**config.mk**
```make
export PLATFORM = sky130hd
export DESIGN_NAME = fake_dsp
export DESIGN_NICKNAME = d
export VERILOG_FILES = /design/src/rtl/fake_dsp.sv
export SDC_FILE = /design/constraint.sdc
export NUM_CORES = 1
export LEC_CHECK = 0
export CELL_PAD_IN_SITES_DETAIL_PLACEMENT = 1
export CELL_PAD_IN_SITES_GLOBAL_PLACEMENT = 1
export CORE_MARGIN = 2
export CORE_UTILIZATION = 30
export DETAILED_ROUTE_END_ITERATION = 12
export HOLD_SLACK_MARGIN = 0.15
export PLACE_DENSITY_LB_ADDON = 0.08
export SETUP_SLACK_MARGIN = 0.1
export SLEW_MARGIN = 30
export SYNTH_ARGS = -nofsm -noshare
export SYNTH_HDL_FRONTEND = slang
export SYNTH_SLANG_ARGS = --single-unit
```
**constraint.sdc**
```tcl
create_clock -name clk -period 9.18 [get_ports clk]
set_input_delay 2.754 -clock clk [delete_from_list [all_inputs] [get_ports clk]]
set_output_delay 2.754 -clock clk [all_outputs]
set_load 0.02 [all_outputs]
```
**src/rtl/fake_dsp.sv**
```systemverilog
// Purpose : 4-deep sample window plus tap-serial FIR multiply-accumulate engine.
// Latency : window updates 1 cycle after en; result_o/done 1 cycle after the last-tap edge.
// Backpressure: none; the caller paces samples with en and taps with ce (gaps allowed).
//
// Ports:
//   clk, reset_n  - rising-edge clock, asynchronous active-low reset
//   en, signal    - sample strobe; signal[23:8] is shifted into signalWindow[0]
//   ce, tap,      - MAC enable, signed coefficient and its index for this cycle
//   tapnum
//   signalWindow  - window taps, [0] newest, [NTAPS-1] oldest
//   result_o      - signed filter output, held between completed passes
//   done          - one-cycle pulse when result_o is refreshed
module fake_dsp #(
  parameter int NTAPS = 4,
  parameter int DW    = 16,
  parameter int ACCW  = 34
) (
  input  logic                        clk,
  input  logic                        reset_n,
  input  logic                        en,
  input  logic [24:0]                 signal,
  input  logic                        ce,
  input  logic signed [DW-1:0]        tap,
  input  logic [7:0]                  tapnum,
  output logic [NTAPS-1:0][DW-1:0]    signalWindow,
  output logic signed [ACCW-1:0]      result_o,
  output logic                        done
);

  localparam logic [7:0] LAST_TAP = 8'(NTAPS - 1);

  logic signed [DW-1:0]     sel;
  logic signed [2*DW-1:0]   prod;
  logic signed [ACCW-1:0]   prod_ext;
  logic signed [ACCW-1:0]   acc;
  logic signed [ACCW-1:0]   acc_next;

  // Only the top 16 bits of the 24-bit audio word are kept.
  logic unused_signal_bits;
  assign unused_signal_bits = ^{signal[24], signal[7:0]};

  // Sample window: shift toward older entries on each strobe.
  always_ff @(posedge clk or negedge reset_n) begin
    if (!reset_n) begin
      signalWindow <= '0;
    end else if (en) begin
      signalWindow <= {signalWindow[NTAPS-2:0], signal[23:8]};
    end
  end

  // Tap select; an out-of-range tapnum selects zero so its product vanishes.
  always_comb begin
    sel = '0;
    for (int i = 0; i < NTAPS; i++) begin
      if (tapnum == 8'(i)) sel = signed'(signalWindow[i]);
    end
  end

  assign prod     = tap * sel;
  assign prod_ext = {{(ACCW-2*DW){prod[2*DW-1]}}, prod};
  // Tap 0 opens a new pass, dropping whatever partial sum was left behind.
  assign acc_next = (tapnum == 8'd0) ? prod_ext : acc + prod_ext;

  always_ff @(posedge clk or negedge reset_n) begin
    if (!reset_n) begin
      acc      <= '0;
      result_o <= '0;
      done     <= 1'b0;
    end else begin
      done <= 1'b0;
      if (ce) begin
        acc <= acc_next;
        if (tapnum == LAST_TAP) begin
          result_o <= acc_next;
          done     <= 1'b1;
        end
      end
    end
  end

endmodule

```
==> out/qor.txt <==
status -> finished with violations
failing checks -> negative setup slack
Slowest cell on crit path -> fa_2
Skew-Pair Late Insertion Delay -> 0.47 ns
detailed placement HPWL -> 42.8 mm
share of cells above drive strength 1 -> 33.6%
Worst-path clk slew -> 0.08 ns
Final Hold Viols -> 0
final worst-path cycle share -> 118%
dpl ws -> -2.63 ns
uppermost layer routed -> met4
full die area -> 0.0590 mm2
leakage power -> 12.0 nW
worst setup margin -> -1.69 ns
number of buffers added on ports -> 142
Inserted Diodes -> 0
EDFF count, synth -> 0
post-synthesis cell count -> 1793
Post-Syn Area -> 0.0171 mm2
worst-margin pin slew -> 0.840 ns
simple-gate share of the synthesized area -> 13.9%
switching power share of the total -> 38.7%
io pins -> 152
min-delay src -> result_o[18]
total core area -> 0.0564 mm2
total power -> 3.29 mW
DP Area -> 0.0219 mm2
area delta synth->final -> 43.6%
post-synthesis xor/xnor area fraction -> 3.17%
gr ovfl total -> 0
Netlist cell types -> 67
post-layout min period -> 10.87 ns
register-to-register setup slack -> 0.43 ns
max cap viols -> 0
CP startpoint kind -> input port
Final #Nets -> 2723
GPL Wtd Cong -> 0.804
Pint -> 2.02 mW
Syn Nets -> 2225
Final Slew Violations -> 0
clk_skew -> 0.0234 ns
Rows -> 87
Synth Warn # -> 0
WP data required -> 9.55 ns
largest net degree at the start of global routing -> 76
initial antenna violation count -> 0
r2r startpoint -> signalWindow[38]
clk sinks -> 133
WP data arrival -> 11.24 ns
setup tns final -> -51.31 ns
final instance area -> 0.0246 mm2
Vias -> 14.0k
area share of fa/ha/maj cells after synthesis -> 39.2%
Max stage delay on crit path -> 0.60 ns
CP endpoint kind -> flop
Reg power frac -> 25.1%
Power Density -> 134 mW/mm2
mux contribution to synthesized area -> 6.81%
crit path from -> tapnum[0]
CTS Hold Buffers Added -> 0
DRT Pass-1 Iters -> 4
Die Y -> 243 um
RSZ-0062 raised after global routing -> true
routed vias/inst -> 4.57
TritonCTS clock tree -> yes
Filler cells -> 6390
metal2 WL -> 26.3 mm
DR DRC count -> 0
final wirelength -> 53.7 mm
first-pass GRT wire length -> 88.9 mm
critical path class -> in2reg
#FFs+latches synth -> 133
met1 WL -> 26.1 mm
number of routed nets with antenna violations -> 0
Max-slew headroom -> 44.0%
most frequent CP cell -> fa_1
ys flop type -> dfrtp_1
GR Util All Layers -> 19.1%
Hold Path Class -> reg2reg
met3 wire length -> 785 um
Initial Utilization -> 30.4%
post-synthesis area per instance -> 9.54 um2
TritonCTS buffer count -> 17
root buf cell -> clkbuf_16
maximum vdd ir drop -> 139 uV
clock tree buffer depth -> 2
H-tree Lvls -> 4
CP max FO -> 5
Async S/R FF share, synth -> 100%
Compound-Gate Fraction of Synth Area -> 8.97%
per-cell routed wire length -> 17.6 um
post-synthesis sequential area ratio -> 19.4%
vias in the first global route -> 16.0k
Clk pwr share -> 20.5%
initial drt markers -> 400
combinational family with the most area after synthesis -> adder cells
P_sw -> 1.27 mW
Logic pwr share -> 54.4%
Die X -> 243 um
Max Fclk -> 92.0 MHz
final setup vio count -> 44
==> what timing repair did <==
item                                    CTS  global route
pin swaps                                90           144
cloned                                    3             0
gates resized for setup                 168           152
endpoints found under the setup margin   52            52
buffers inserted                         77            36
==> layout by cell type (no fill, tap or decap), drive strengths merged, types with 4 or more instances in the layout <==
master	count
a211oi	7
a21boi	5
a21o	16
a21oi	86
a31oi	11
and2	117
and3	4
and4	4
buf	413
clkbuf	25
clkdlybuf4s50	131
clkinv	5
dfrtp	133
fa	263
ha	116
inv	316
mux2	67
mux2i	5
mux4	16
nand2	219
nand2b	8
nand3	17
nand4	5
nor2	85
nor2b	20
nor3	9
o211ai	5
o21a	6
o21ai	68
o21bai	7
o31a	4
or2	7
xnor2	37
xor2	25
==> cell families after synthesis <==
kind of cell | Yosys count
AND/OR/NAND/NOR | 503
buffers and inverters | 384
adder cells (fa/ha/maj) | 379
AO/OA/AOI/OAI | 244
flip-flops | 133
multiplexers | 88
XOR/XNOR | 62
==> routing by layer <==
metal | vias up | GRT usage [%]
li1 | 6641 | -
met1 | 7196 | 26.7
met2 | 102 | 32.0
met3 | 30 | 1.93
met4 | 0 | 3.83
met5 | - | 0
==> per-stage QoR <==
step	utilization, %	hold WS (ns)	instances
2_1_floorplan	-	0.487	1793
3_3_place_gp	38.8	0.466	2924
3_5_place_dp	38.8	0.475	2924
4_1_cts	42.2	0.489	3032
5_1_grt	43.6	0.528	3059
6_report	43.6	0.485	3059
==> Yosys cell counts (3+ instances only) <==
cell	instances	area, um2
a211o_1	3	26.3
a211oi_1	6	45.0
a21boi_0	4	30.0
a21o_1	16	120
a21oi_1	83	415
a31oi_1	11	68.8
and2_1	117	732
and3_1	4	25.0
and4_1	4	35.0
clkbuf_1	69	259
dfrtp_1	133	3330
fa_1	263	5270
ha_1	116	1450
inv_1	312	1170
mux2_2	67	754
mux2i_1	5	50.1
mux4_2	16	360
nand2_1	219	822
nand2b_1	8	50.1
nand3_1	17	85.1
nand4_1	5	31.3
nor2_1	85	319
nor2b_1	18	113
nor3_1	9	45.0
nor4_1	3	18.8
o211ai_1	5	37.5
o21a_1	6	45.0
o21ai_0	62	310
o21ai_1	5	25.0
o21bai_1	7	52.6
o31a_1	4	35.0
or2_2	7	43.8
xnor2_1	37	324
xor2_1	25	219
==> power groups by stage <==
stage	clock network (mW)	logic, mW	registers [mW]
after floorplan	0	0.704	0.879
after global placement	0	1.45	0.822
after detailed placement	0	1.47	0.826
after CTS	0.698	1.68	0.823
after global routing	0.722	1.95	0.844
final	0.676	1.79	0.825
==> worst max-delay path: cells and delay by family <==
family | cells | cell delay [ns]
adders and majority gates | 8 | 3.72
AOI/OAI and AO/OA | 6 | 1.32
muxes | 1 | 0.57
xor gates and xnor gates | 1 | 0.15
and+or+nand+nor | 13 | 2.13
buffers and inverters | 7 | 0.56
==> state kept, by name (all words and copies together), names as in the netlist <==
name,flops
acc,34
done,1
result_o,34
signalWindow,64
==> path summary, 6_finish.rpt <==
path,cells past startpoint,endpoint
setup / recovery,36,acc[33]
hold / removal,2,result_o[18]
setup reg to reg,34,acc[33]
hold reg to reg,2,result_o[18]
max in group asynchronous,2,signalWindow[59]
min in group asynchronous,1,result_o[6]
==> area by class of cell <==
type	count	area (um2)	area share (%)
Clock buffer	19	433	1.76
Sequential cell	133	3330	13.5
Clock inverter	12	123	0.499
Tap cell	756	946	3.85
Timing Repair Buffer	550	4860	19.8
Inverter	312	1170	4.76
Multi-Input combinational cell	1277	13700	55.8
Power figures use the tool's default switching activity.
